$ cat src/rtl/rc_sched_gen.sv
// ---------------------------------------------------------------------------
// rc_sched_gen
// Round-constant and round-index generator for the cipher key schedule.
// A parametrised Fibonacci LFSR produces one round constant per enabled
// round, stepping forward for encryption or backward (inverse LFSR) for
// decryption schedules. A start/en/done handshake frames each run.
//
// Ports:
//   clk        rising-edge clock
//   reset      asynchronous, active-low reset
//   start      begin a run (priority over en, also aborts a run in progress)
//   dir_in     0 = forward step, 1 = inverse step; latched on start
//   seed_in    initial round constant; latched on start; must be nonzero
//   en         advance one round while running
//   rc_out     current round constant (registered)
//   round_idx  rounds completed in this run (registered)
//   rc_valid   high while a run is in progress (registered)
//   done       high once the run has completed, until the next start
// ---------------------------------------------------------------------------
module rc_sched_gen #(
    parameter int                  RC_WIDTH   = 5,
    parameter logic [RC_WIDTH-1:0] TAP_MASK   = 5'b10100,
    parameter int                  CNT_WIDTH  = 5,
    parameter int                  NUM_ROUNDS = 25
) (
    input  logic                 clk,
    input  logic                 reset,
    input  logic                 start,
    input  logic                 dir_in,
    input  logic [RC_WIDTH-1:0]  seed_in,
    input  logic                 en,
    output logic [RC_WIDTH-1:0]  rc_out,
    output logic [CNT_WIDTH-1:0] round_idx,
    output logic                 rc_valid,
    output logic                 done
);

    typedef enum logic [1:0] {
        ST_IDLE = 2'd0,
        ST_RUN  = 2'd1,
        ST_DONE = 2'd2
    } state_t;

    // Index value seen before the final step of a run. When NUM_ROUNDS equals
    // 2**CNT_WIDTH the counter wraps to zero after that step.
    localparam logic [CNT_WIDTH-1:0] LAST_IDX = CNT_WIDTH'(NUM_ROUNDS - 1);
    localparam logic [CNT_WIDTH-1:0] IDX_ONE  = {{(CNT_WIDTH-1){1'b0}}, 1'b1};

    // Even-parity reduction used for LFSR feedback.
    function automatic logic parity_of(input logic [RC_WIDTH-1:0] vec);
        return ^vec;
    endfunction

    // Forward step: shift left, feedback is the parity of the tapped bits.
    function automatic logic [RC_WIDTH-1:0] fwd_step(input logic [RC_WIDTH-1:0] rc);
        return {rc[RC_WIDTH-2:0], parity_of(rc & TAP_MASK)};
    endfunction

    // Inverse step: the bit that fell off the top is recovered from the
    // feedback bit (rc[0]) and the remaining taps, one position lower. The
    // top tap being set is what makes this recovery exact.
    function automatic logic [RC_WIDTH-1:0] inv_step(input logic [RC_WIDTH-1:0] rc);
        logic [RC_WIDTH-1:0] low_taps;
        low_taps = {1'b0, rc[RC_WIDTH-1:1] & TAP_MASK[RC_WIDTH-2:0]};
        return {rc[0] ^ parity_of(low_taps), rc[RC_WIDTH-1:1]};
    endfunction

    state_t                 state_r, state_s;
    logic [RC_WIDTH-1:0]    rc_r, rc_s;
    logic [CNT_WIDTH-1:0]   idx_r, idx_s;
    logic                   dir_r, dir_s;
    logic                   rc_valid_r;
    logic                   done_r;

    // Next-state and datapath update; start always wins over en.
    always_comb begin
        state_s = state_r;
        rc_s    = rc_r;
        idx_s   = idx_r;
        dir_s   = dir_r;
        if (start) begin
            rc_s    = seed_in;
            idx_s   = {CNT_WIDTH{1'b0}};
            dir_s   = dir_in;
            state_s = ST_RUN;
        end else begin
            case (state_r)
                ST_RUN: begin
                    if (en) begin
                        if (dir_r) begin
                            rc_s = inv_step(rc_r);
                        end else begin
                            rc_s = fwd_step(rc_r);
                        end
                        idx_s = idx_r + IDX_ONE;
                        if (idx_r == LAST_IDX) begin
                            state_s = ST_DONE;
                        end else begin
                            state_s = ST_RUN;
                        end
                    end else begin
                        state_s = ST_RUN;
                    end
                end
                ST_DONE: state_s = ST_DONE;
                ST_IDLE: state_s = ST_IDLE;
                default: state_s = ST_IDLE;
            endcase
        end
    end

    // State, datapath and status-flag registers; flags are decoded from the
    // next state so they line up with the state register.
    always_ff @(posedge clk or negedge reset) begin
        if (!reset) begin
            state_r    <= ST_IDLE;
            rc_r       <= {RC_WIDTH{1'b0}};
            idx_r      <= {CNT_WIDTH{1'b0}};
            dir_r      <= 1'b0;
            rc_valid_r <= 1'b0;
            done_r     <= 1'b0;
        end else begin
            state_r    <= state_s;
            rc_r       <= rc_s;
            idx_r      <= idx_s;
            dir_r      <= dir_s;
            rc_valid_r <= (state_s == ST_RUN);
            done_r     <= (state_s == ST_DONE);
        end
    end

    assign rc_out    = rc_r;
    assign round_idx = idx_r;
    assign rc_valid  = rc_valid_r;
    assign done      = done_r;

endmodule
$ cat config.mk
export PLATFORM = sky130hd
export DESIGN_NAME = rc_sched_gen
export DESIGN_NICKNAME = d
export VERILOG_FILES = /design/src/rtl/rc_sched_gen.sv
export SDC_FILE = /design/constraint.sdc
export NUM_CORES = 1
export LEC_CHECK = 0
export BUFFER_PORTS_ARGS = -buffer_cell sky130_fd_sc_hd__buf_2
export CORE_MARGIN = 2
export CORE_UTILIZATION = 30
export DETAILED_ROUTE_END_ITERATION = 12
export GPL_ROUTABILITY_DRIVEN = 0
export PLACE_DENSITY_LB_ADDON = 0.12
export SLEW_MARGIN = 15
export SYNTH_ARGS = -nofsm -noshare
export SYNTH_HDL_FRONTEND = slang
export SYNTH_SLANG_ARGS = --single-unit
$ cat constraint.sdc
create_clock -name clk -period 1.95 [get_ports clk]
set_input_delay 0.0975 -clock clk [delete_from_list [all_inputs] [get_ports clk]]
set_output_delay 0.0975 -clock clk [all_outputs]
set_load 0.05 [all_outputs]
Word-level counts from Yosys, hierarchy flattened. Index checks and enable logic that the tools add are counted.

Register bits after elaboration: 15. Latch bits: 0. RAM bits: 0. Bits in read-only memories: 0. Input bits: 10. Memories: 0.

Add/sub/neg operators: 1. $mul: 0. Div/mod/pow operators: 0. Order comparisons: 0. Eq/ne operators: 5. Shifts and indexed selects: 0. Muxes and demuxes: 11. Bitwise operators: 1. Reductions and logical operators: 5.

Operators with widths (number): $mux W5 (7); $reduce_xor A5 Y1 (2); $mux W2 (3); $add A5 B1 Y5 const B (1); $eq A5 B5 Y1 const B (1); $eq A2 B1 Y1 const B (2); $eq A2 B2 Y1 const B (2); $pmux W2 S2 (1); $reduce_bool A2 Y1 (2); $reduce_and A2 Y1 (1); $xor A1 B1 Y1 (1).

Longest topological paths before layout.
Depth in word-level cells: 6. Mapped depth: 6.

Least setup slack after synthesis. Ideal clock, no wire load.

Kind: flip-flop to flip-flop. From: register idx_r[0], in the netlist round_idx[0]. To: register idx_r[4], in the netlist round_idx[4]. Library setup time: 0.078 ns. Arrival: 1.475 ns. Data required time: 1.872 ns. Setup slack: 0.397 ns. Cell stages (with the launch flop): 5. Buffers on the path: 0. Cell sequence: dfrtp_1 ha_1 nand3_2 or3_1 a21oi_1.

Longest elaborated chain between the ends: 4.

Ends and longest elaborated chain: start, declared (RTL line 70) `logic [CNT_WIDTH-1:0] idx_r, idx_s;`; start signal, assigned (RTL line 118) `idx_r <= {CNT_WIDTH{1'b0}};`; start signal, assigned (RTL line 125) `idx_r <= idx_s;`; $add A5 B1 Y5 (RTL line 95) `idx_s = idx_r + IDX_ONE;`; $mux W5 (RTL line 89) `if (en) begin`; $mux W5 (RTL line 87) `case (state_r)`; $mux W5 (RTL line 81) `if (start) begin`.

Every way passes these cells. The select of a mux whose other input is x is not followed. A chain may end at the register's enable or synchronous reset.

Final worst setup path.
From: register state_r[1]. To: register idx_r[3], in the netlist round_idx[3].

Longest elaborated chain between the ends: 3.

Ends and longest elaborated chain: start, declared (RTL line 68) `state_t state_r, state_s;`; start signal, assigned (RTL line 123) `state_r <= state_s;`; $eq A2 B1 Y1 (RTL line 87); $reduce_bool A2 Y1 (no line); $reduce_and A2 Y1 (no line).

Every way passes these cells.

==> results.md <==
- Vias per inst: 4.815
- Final core occ: 0.3824
- CTS tree: yes
- Vias: 650
- Hold_ws: 20.75 ps
- Synth top area share: 0.4724
- Outcome: finished clean
- DR WL/cell: about 12 microns
- Distinct cell type count after synthesis: 28
- Largest area contributor in the synthesized netlist: dfrtp_1
- Core ar.: between 2000 and 2500 sq um
- Fin Setup TNS: 0 ps
- Fmax: 0.6597 GHz
- Maxcap violations: 0
- Final hold vios: 0
- Critical path depth: 5
- DR pass1 iterations: 4
- Num rows: 18
- Nets: 120
- Post-CTS setup buffers: 0
- Dpl hpwl: 1176 microns
- Leakage power total: 0.4498 nW
- Nets in the synthesized netlist: 97
- Final ANT Viol Nets: 0
- Synth cell count leaders: dfrtp_1, nand2_1, a21oi_1, nor2_1
- CP arrival: 1730 ps
- I/O pin cnt: 22
- Async set-reset flop share out of synthesis: 1.000
- R2r worst-path depth: 5
- Fill count: approximately 260
- # DRC: 0
- Worst slew margin: 0.7582
- Fin crit share: 0.7774
- Chip height: 55.46 microns
- Reg-to-reg critical path startpoint: state_r[1]$_DFF_PN0_
- Cell area after synthesis: 794.5 sq um
- Total chip power: 0.6864 mW
- Slew @ Worst Pin: 362.6 ps
- PortBufs: 21
- H-tree lvl count: 1
- Worst setup endpoint: round_idx[3]$_DFFE_PN0P_
- CTS Sinks: 15
- Hold Buf Count CTS: 1
- Synth area leaders: dfrtp_1, ha_1, a21oi_1, nand2_1, o31ai_1
- Min-delay worst type: in2reg
- Starting Density: 0.3178
- Flops & latches, synth: 15
- Family with the most delay on the worst path: simple AND/OR/NAND/NOR gates
- Max stage delay on crit path: 390 ps
- Critical path fanouts, max: 8
- CTS Buf Count: 3
- Worst-path clk slew: about 90 ps
- Remaining Overflow, GRT: 0
- Chip Width: approximately 55 microns
- Required @ worst endpoint: about 2200 ps
- Sequential element share of the synthesized area: 0.4724
- Maximum vdd drop: 335.8 uV
- Critical-path top delay cell: dfrtp_1
- Post-Syn Instances: 83
- Crit. Startpoint: state_r[1]$_DFF_PN0_
- Number of global-route vias before repair: 579
- Worst r2r dst: round_idx[3]$_DFFE_PN0P_
- Synthesis warning total: 0
- Post-synth EDFFs: 0
- Finished Layout Cells: 135
- Layout cells sized above 1: 0.2571
- Antenna violations before repair: 0
- Diode count: 0
- Buf/Inv on CP: 1
- Syn avg cell area: 9.572 sq um
- Final Skew: 2.939 ps
- Number of gates resized after cts: 0
- Most used DFF post-synth: dfrtp_1
- CP startpoint kind: register
- Setup crit end kind: register
- Root Driver: clkbuf_4
- Worst skew pair latency: 280 ps
- Clock buffer depth: 2
- DIE AREA: 3076 sq um
- Flop2flop setup slack: around 430 ps
- Routed wire length: 1656 microns
- Initial DRC Count: 10
- Critical Path, Cell by Cell: inv_1 -> ha_1 -> nand2_2 -> or3_1 -> a21oi_1
- Total global-route track usage: 0.1158
- Setup violations, final: 0
- RSZ-0062 raised after global routing: no
- PwrDens: 718.1 nW/um^2
- Post-Place Cells: 130
- Largest net degree at the start of global routing: 21
- Crit path time final: 1516 ps
- Setup Crit Path Kind: reg2reg
- Most common cell in the synthesized netlist: dfrtp_1
- Layout area overhead: 20.31%
- Slew Viols, Final: 0
- First-pass GRT wire length: around 2800 microns
-- logic make-up (layout without fill, tap and decap cells) --
family                   count (synthesis)  in the layout  synth area share
XOR/XNOR                                 3              3           0.03308
adder cells (fa/ha/maj)                  4              4           0.06299
flip-flops                              15             15            0.4724
AND/OR/NAND/NOR                         31             31            0.2047
buffers and inverters                    8             30           0.04094
multiplexers                             1              1           0.01417
AO/OA/AOI/OAI                           21             21            0.1717
-- flip-flops by register name (all words and copies together) (netlist names) --
name       flops
state_r        2
round_idx      5
done           1
dir_r          1
rc_out         5
rc_valid       1
-- stage by stage --
stage,area (sq um),setup slack (ps)
after floorplan,794.5,397.2
after global placement,919.6,483.1
final,955.9,434.1
after CTS,955.9,428.3
after global routing,955.9,301.6
after detailed placement,919.6,445.5
-- placed cells by master (no fill, tap or decap), drive strengths merged --
| cell type | count |
|---|---|
| and4b | 1 |
| a31o | 1 |
| o211ai | 1 |
| or3 | 2 |
| clkbuf | 4 |
| nand2 | 9 |
| a21oi | 6 |
| xor2 | 2 |
| o31ai | 4 |
| xnor2 | 1 |
| nand3 | 3 |
| buf | 21 |
| dlygate4sd3 | 1 |
| nor2 | 6 |
| and2b | 1 |
| ha | 4 |
| inv | 4 |
| nor3 | 2 |
| dfrtp | 15 |
| mux2 | 1 |
| a211oi | 3 |
| a21o | 2 |
| a31oi | 2 |
| o21ai | 2 |
| and2 | 1 |
| nor2b | 4 |
| nand2b | 2 |
-- worst min-delay path by stage --
| stage | start | endpoint | slack, ps | cells past startpoint |
|---|---|---|---|---|
| final | seed_in[3] | rc_out[3]$_DFFE_PN0P_ | 20 | 3 |
| after global routing | seed_in[4] | rc_out[4]$_DFFE_PN0P_ | 20 | 3 |
| after CTS | seed_in[3] | rc_out[3]$_DFFE_PN0P_ | 10 | 3 |
| after detailed placement | reset | state_r[0]$_DFF_PN0_ | 30 | 1 |
| after global placement | reset | state_r[0]$_DFF_PN0_ | 30 | 1 |
| after floorplan | reset | dir_r$_DFFE_PN0P_ | -200 | 0 |
-- report_power, final --
part | switching (mW) | internal, mW
registers | 0.0273 | 0.329
logic | 0.105 | 0.0495
clock network | 0.0968 | 0.0793
total | 0.229 | 0.457
-- worst reg2reg max path: stages (launching register included) --
cell	delay, ps
dfrtp_1	390
inv_1	60
ha_1	310
nand2_2	180
or3_1	370
a21oi_1	140
-- cell type report --
type / count / area (sq um) / area share
multi-input cells: 60 / 386.6 / 0.4045
flip-flops and latches: 15 / 375.4 / 0.3927
repair buffers: 22 / 115.1 / 0.1204
well taps: 30 / 37.54 / 0.03927
clock buffers: 4 / 26.28 / 0.02749
inverters: 4 / 15.01 / 0.01571
-- routing by layer --
metal  vias up  part of all wire  track usage
met5         -                 0            0
met1       297              0.49       0.1715
met3         2             0.066      0.04450
met2        18              0.43       0.1599
met4         0            0.0079      0.02091
li1        333                 -            -
(Power assumes the default switching activity.)
